## src/rtl/kb_fifo_pkg.sv

```systemverilog
// kb_fifo_pkg: scancode constants, status bit positions and break-filter state type
package kb_fifo_pkg;

    localparam logic [7:0] KB_BREAK = 8'hF0;
    localparam logic [7:0] KB_EXT   = 8'hE0;

    localparam int STAT_EMPTY = 0;
    localparam int STAT_FULL  = 1;
    localparam int STAT_OVF   = 2;

    typedef enum logic {FLT_IDLE, FLT_BRK} flt_state_t;

endpackage

```

## src/rtl/kb_break_filter.sv

```systemverilog
// kb_break_filter: drops 8'hF0 break prefixes and the byte that follows them
module kb_break_filter
    import kb_fifo_pkg::*;
(
    input  logic       clock,
    input  logic       reset,
    input  logic       clr,
    input  logic       kb_done,
    input  logic [7:0] kb_data,
    output logic       wr_req
);

    flt_state_t state, state_next;

    // state register; a flush also forgets a pending break prefix
    always_ff @(posedge clock) begin
        state <= (reset || clr) ? FLT_IDLE : state_next;
    end

    // next state and push request: only non-prefix bytes seen in IDLE are forwarded
    always_comb begin
        state_next = state;
        wr_req     = 1'b0;
        if (kb_done) begin
            if (state == FLT_BRK)
                state_next = FLT_IDLE;
            else if (kb_data == KB_BREAK)
                state_next = FLT_BRK;
            else
                wr_req = 1'b1;
        end
    end

endmodule

```

## src/rtl/kb_fifo.sv

```systemverilog
// kb_fifo: show-ahead scancode FIFO with sticky overflow and level irq.
// Define KB_FIFO_BREAK_FILTER_EN to discard key-release sequences before buffering.
module kb_fifo
    import kb_fifo_pkg::*;
#(
    parameter int DEPTH = 16,
    parameter int AW    = 4
) (
    input  logic          clock,
    input  logic          reset,
    input  logic          kb_done,
    input  logic [7:0]    kb_data,
    input  logic          rd,
    input  logic          clr,
    input  logic          irq_en,
    output logic [7:0]    dout,
    output logic [AW:0]   count,
    output logic          empty,
    output logic          full,
    output logic          overflow,
    output logic          irq
);

    logic [7:0]    mem [DEPTH];
    logic [AW-1:0] wptr, rptr;
    logic          wr_req, push, pop, drop;

`ifdef KB_FIFO_BREAK_FILTER_EN
    kb_break_filter u_filter (
        .clock   (clock),
        .reset   (reset),
        .clr     (clr),
        .kb_done (kb_done),
        .kb_data (kb_data),
        .wr_req  (wr_req)
    );
`else
    assign wr_req = kb_done;
`endif

    assign empty    = count == '0;
    assign full     = count == (AW+1)'(DEPTH);
    assign push     = wr_req & (~full | rd);
    assign pop      = rd & ~empty;
    assign drop     = wr_req & full & ~rd;
    assign dout     = empty ? 8'h00 : mem[rptr];
    assign irq      = irq_en & ~empty;

    // pointers, occupancy and sticky overflow; clr outranks push and pop
    always_ff @(posedge clock) begin
        if (reset || clr) begin
            wptr     <= '0;
            rptr     <= '0;
            count    <= '0;
            overflow <= 1'b0;
        end else begin
            if (push) wptr <= wptr + 1'b1;
            if (pop) rptr <= rptr + 1'b1;
            count <= count + (AW+1)'(push) - (AW+1)'(pop);
            if (drop) overflow <= 1'b1;
        end
    end

    // byte storage, no reset needed since dout is masked while empty
    always_ff @(posedge clock) begin
        if (push && !reset && !clr) mem[wptr] <= kb_data;
    end

endmodule
```

## config.mk

```make
export PLATFORM = sky130hd
export DESIGN_NAME = kb_fifo
export DESIGN_NICKNAME = d
export VERILOG_FILES = /design/src/rtl/kb_fifo_pkg.sv /design/src/rtl/kb_break_filter.sv /design/src/rtl/kb_fifo.sv
export SDC_FILE = /design/constraint.sdc
export NUM_CORES = 1
export LEC_CHECK = 0
export ABC_AREA = 1
export BUFFER_PORTS_ARGS = -buffer_cell sky130_fd_sc_hd__clkbuf_2
export CAP_MARGIN = 30
export CORE_ASPECT_RATIO = 0.6
export CORE_UTILIZATION = 60
export CTS_CLUSTER_DIAMETER = 40
export DETAILED_ROUTE_END_ITERATION = 10
export PLACE_DENSITY = 0.82
export SLEW_MARGIN = 25
export SYNTH_ARGS = -nofsm -noshare
export SYNTH_HDL_FRONTEND = slang
export SYNTH_SLANG_ARGS = --single-unit
```

## constraint.sdc

```tcl
create_clock -name clock -period 3 [get_ports clock]
set_input_delay 0.3 -clock clock [delete_from_list [all_inputs] [get_ports clock]]
set_output_delay 0.3 -clock clock [all_outputs]
set_load 0.02 [all_outputs]
```

# --- Word level (Yosys, flattened, before mapping) ---
# Memories as Yosys holds them, arrays and structs flattened. A register that Yosys moved wholly into a read port is not among the register bits.
# Index checks and enable logic that the tools add are counted.
# W data, S select, Z words.
word_totals:
  reg_bits: 14
  inputBits: 14
  ramBits: 128
  n_memories: 1
op_classes:
  n_reduce_logical: 6
  bitwise_logic: 9
  n_eq_ne: 1
  add_sub_neg: 4
  n_mux: 5
mem_list:
  columns: ["memory", "words", "width", "read_ports", "rd_clocked_by_memory_dff", "write_ports", "line_no", "rtl"]
  rows:
  - ["mem", 16, 8, 1, 1, 1, "kb_fifo.sv:24", "logic [7:0] mem [DEPTH];"]
op_table:
  columns: ["operator", "n"]
  rows:
  - ["$add A4 B1 Y4 const B", 2]
  - ["$mux W4", 2]
  - ["$mux W8", 1]
  - ["$add A5 B1 Y5", 1]
  - ["$and A1 B1 Y1", 5]
  - ["$eq A5 B5 Y1 const B", 1]
  - ["$logic_not A5 Y1", 1]
  - ["$sub A5 B1 Y5", 1]
  - ["$not A1 Y1", 3]
  - ["$logic_and A1 B1 Y1", 2]
  - ["$logic_not A1 Y1", 2]
  - ["$mux W1", 2]
  - ["$logic_or A1 B1 Y1", 1]
  - ["$or A1 B1 Y1", 1]

# --- Depth between registers and ports, before layout ---
logic_depth:
  depth_word: 8
  depth_mapped: 14
  mapped_depth_nobuf: 14

# --- Worst setup path after synthesis ---
# No wires, ideal clock.
synth_path:
  kind: "register -> register"
  startpoint: "register count[2]"
  endpoint: "register count[4]"
  arrival_ns: 2.374
  setup_time_ns: 0.122
  period_less_slack_ns: 2.496
  path_buffers: 0
  path_slack_ns: 0.504
  t_required_ns: 2.878
  stages_incl_launch_ff: 15
  cell_sequence: "dfxtp_1 -> inv_1 -> ha_1 -> nand3_1 -> nor2_2 -> nand2_1 -> nand2_2 -> ha_1 -> inv_1 -> ha_1 -> fa_1 -> a21oi_1 -> o21bai_1 -> o21ai_0 -> a21oi_1"
synth_via:
  elab_chain_cells: 6
synth_rtl:
  columns: ["item", "line_no", "rtl"]
  rows:
  - ["start: declaration", "kb_fifo.sv:17", "output logic [AW:0] count,"]
  - ["start signal: assignment", "kb_fifo.sv:59", "count <= count + (AW+1)'(push) - (AW+1)'(pop);"]
  - ["$eq A5 B5 Y1", "kb_fifo.sv:42", "assign full = count == (AW+1)'(DEPTH);"]
  - ["named net full", "kb_fifo.sv:19", "output logic full,"]
  - ["$not A1 Y1", "kb_fifo.sv:43", "assign push = wr_req & (~full | rd);"]
  - ["$or A1 B1 Y1", "kb_fifo.sv:43", null]
  - ["$and A1 B1 Y1", "kb_fifo.sv:43", null]
  - ["$add A5 B1 Y5", "kb_fifo.sv:59", null]
  - ["$sub A5 B1 Y5", "kb_fifo.sv:59", null]
# The timed path passes the listed nets, and every way through them passes these cells.
# A chain may end at the register's enable or synchronous reset.

==> impl_metrics.tcl <==
set metrics [dict create \
    finalMaxSlewViolations 0 \
    grt_pass1_vias 3799 \
    ctsHtreeMaxLevel 4 \
    wl_per_cell_um 19.1 \
    wirelength_um 13900 \
    ys.warnings.count 0 \
    postCtsSetupBuffers 0 \
    holdPathStages 3 \
    ioPinCount 31 \
    die_width_um 132 \
    vias 4206 \
    pre_cts_ws_ns 0.397 \
    synth-seq-cells 146 \
    required_ns 2.70 \
    synth_xor_area_share_pct 0.859 \
    hold_slack_ns 0.190 \
    finalNetCount 606 \
    synthSimpleGateAreaFrac_pct 21.3 \
    synth_top_family_by_area "simple AND/OR/NAND/NOR gates" \
    muxShareOfSynthArea_pct 0 \
    grt_max_degree 49 \
    tritoncts "built" \
    coreArea_um2 9880 \
    yosysUniqueCellTypes 23 \
    cts.repair.resized 0 \
    grt_use_total_pct 28.1 \
    arrival_ns 2.33 \
    port_buffers 30 \
    tns_ns 0 \
    tightest_slew_ns 0.858 \
    setup_viol_count_final 0 \
    worst_slack_ns 0.373 \
    cts_hold_buf 0 \
    start_kind "flop" \
    drt_first_iter_violations 615 \
    syn_to_final_growth_pct 13.3 \
    start_util_pct 61.9 \
    gp_congestion 0.815 \
    grt_overflow 0 \
    p_leak_nw 2.61 \
    cts.sinks 146 \
    detailed_place_hpwl_um 8400 \
    final_common_cell "nand2_1" \
    holdPathEnd "wptr[3]" \
    end_kind "output pin" \
    total_power_mw 5.36 \
    final_cells 728 \
    synth.avg_cell_area_um2 11.1 \
    yosysSeqAreaShare_pct 68.7 \
    path_class "reg2out" \
    clkTransAtPathRegs_ns 0.06 \
    fill_cells 649 \
    min_period_over_period_pct 87.6 \
    clock.fmax_mhz 381 \
    dieHeight_um 80.2 \
    reg2reg_depth 13 \
    final_cell_mix "nand2_1 (173), edfxtp_1 (128), nand3_1 (105)" \
    drcViolationCount 0 \
    ir_drop_mv 0.758 \
    synthCells 549 \
    synth_compound_area_share_pct 2.19 \
    hp-start "kb_done" \
    clock_latency_ns 0.42 \
    diodes 0 \
    clk_path_buf_depth 2 \
    maxCapViolations 0 \
    rr_startpoint "count[3]" \
    finalHoldViolCount 0 \
    rows 28 \
    layout_min_cycle_time_ns 2.63 \
    dieArea_um2 10600 \
    status "complete, no violations" \
    hp-class "in2reg" \
    grt_pass1_wl_um 21100 \
    dp_cells 696 \
    cts_buffers 17 \
    vias_per_cell 5.78 \
    synthAdderAreaFrac_pct 2.58 \
    finalClockSkew_ns 0.00601 \
    root_buffer "clkbuf_16" \
    firstDrtPassIters 5 \
    detail-route-antenna-nets 0 \
    r2r_setup_slack_ns 0.41 \
    antenna_found_initial 0 \
    syn_area_um2 6120 \
    pwr_density_cell_nw_per_um2 774 \
    syn-num-nets 575 \
    rsz0062_at_grt "no" \
    r2r_end "count[4]" \
    slew_headroom_pct 42.6 \
    critPathMaxFanout 48 \
    drive_above_1_share_pct 11.5 \
]
## Yosys cell counts, drive strengths merged
cell type | n | area (µm²)
ha | 11 | 138
a21oi | 18 | 90.1
o21ai | 6 | 30.0
o21bai | 1 | 7.51
nor2 | 30 | 115
buf | 22 | 164
nand3 | 105 | 526
nand2 | 174 | 656
inv | 23 | 86.3
edfxtp | 128 | 3840
dfxtp | 18 | 360
xnor2 | 3 | 26.3
nand4 | 1 | 6.26
fa | 1 | 20.0
clkbuf | 3 | 11.3
xor2 | 3 | 26.3
a31oi | 1 | 6.26
clkinv | 1 | 3.75
## per-stage QoR
step | utilization, % | instance area [µm²]
after global routing | 70.2 | 6930
after CTS | 70.2 | 6930
after global placement | 64.0 | 6320
after detailed placement | 64.1 | 6330
after floorplan | - | 6120
final | 70.2 | 6930
## report_power, final
part	internal, mW	switching [mW]
logic	0.275	0.669
registers	2.24	0.0274
clock network	1.37	0.781
## worst max-delay path, cell delays in order, from the launching register on
cell      delay [ns]
dfxtp_2         0.34
inv_2           0.26
buf_12          0.27
nand2_1         0.09
nand3_1         0.12
nand3_1         0.15
nand2_1         0.12
nand2_1         0.05
a21oi_1         0.25
clkbuf_2        0.22
## how the worst max path moves through the flow
stage,startpoint,endpoint,cells after the start
final,flop,dout[7],9
after global routing,count[3],count[4],13
after CTS,count[3],count[4],13
after detailed placement,count[3],count[4],13
after global placement,count[3],count[4],13
after floorplan,count[2],count[4],14
## sequential cells by signal, summed over array words and instances (netlist names), named ones only
name	cells
overflow	1
count	5
rptr	4
wptr	4
mem	128
## layer usage
layer / track usage (%) / routed length (µm) / vias to the layer above / part of all wire [%]
met1: 40.1 / 5880 / 1958 / 42
met3: 8.40 / 1670 / 25 / 12
met2: 41.8 / 6200 / 273 / 44
met4: 8.85 / 186 / 0 / 1.3
met5: 0 / 0 / - / 0
li1: - / - / 1950 / -
## area by class of cell
cell class / instances / area, µm² / share of cell area [%]
Sequential cell: 146 / 4210 / 60.7
Multi-Input combinational cell: 354 / 1650 / 23.8
Clock buffer: 18 / 429 / 6.19
Timing Repair Buffer: 37 / 223 / 3.21
Clock inverter: 14 / 169 / 2.44
Tap cell: 135 / 169 / 2.44
Inverter: 24 / 90.1 / 1.30
## kinds of logic after synthesis
kind of cell,count (synthesis)
compound gates,26
fa+ha+maj,12
buf+inv,49
flops,146
simple gates,310
xor+xnor,6
Note: power is estimated with default switching activity, not from simulation.
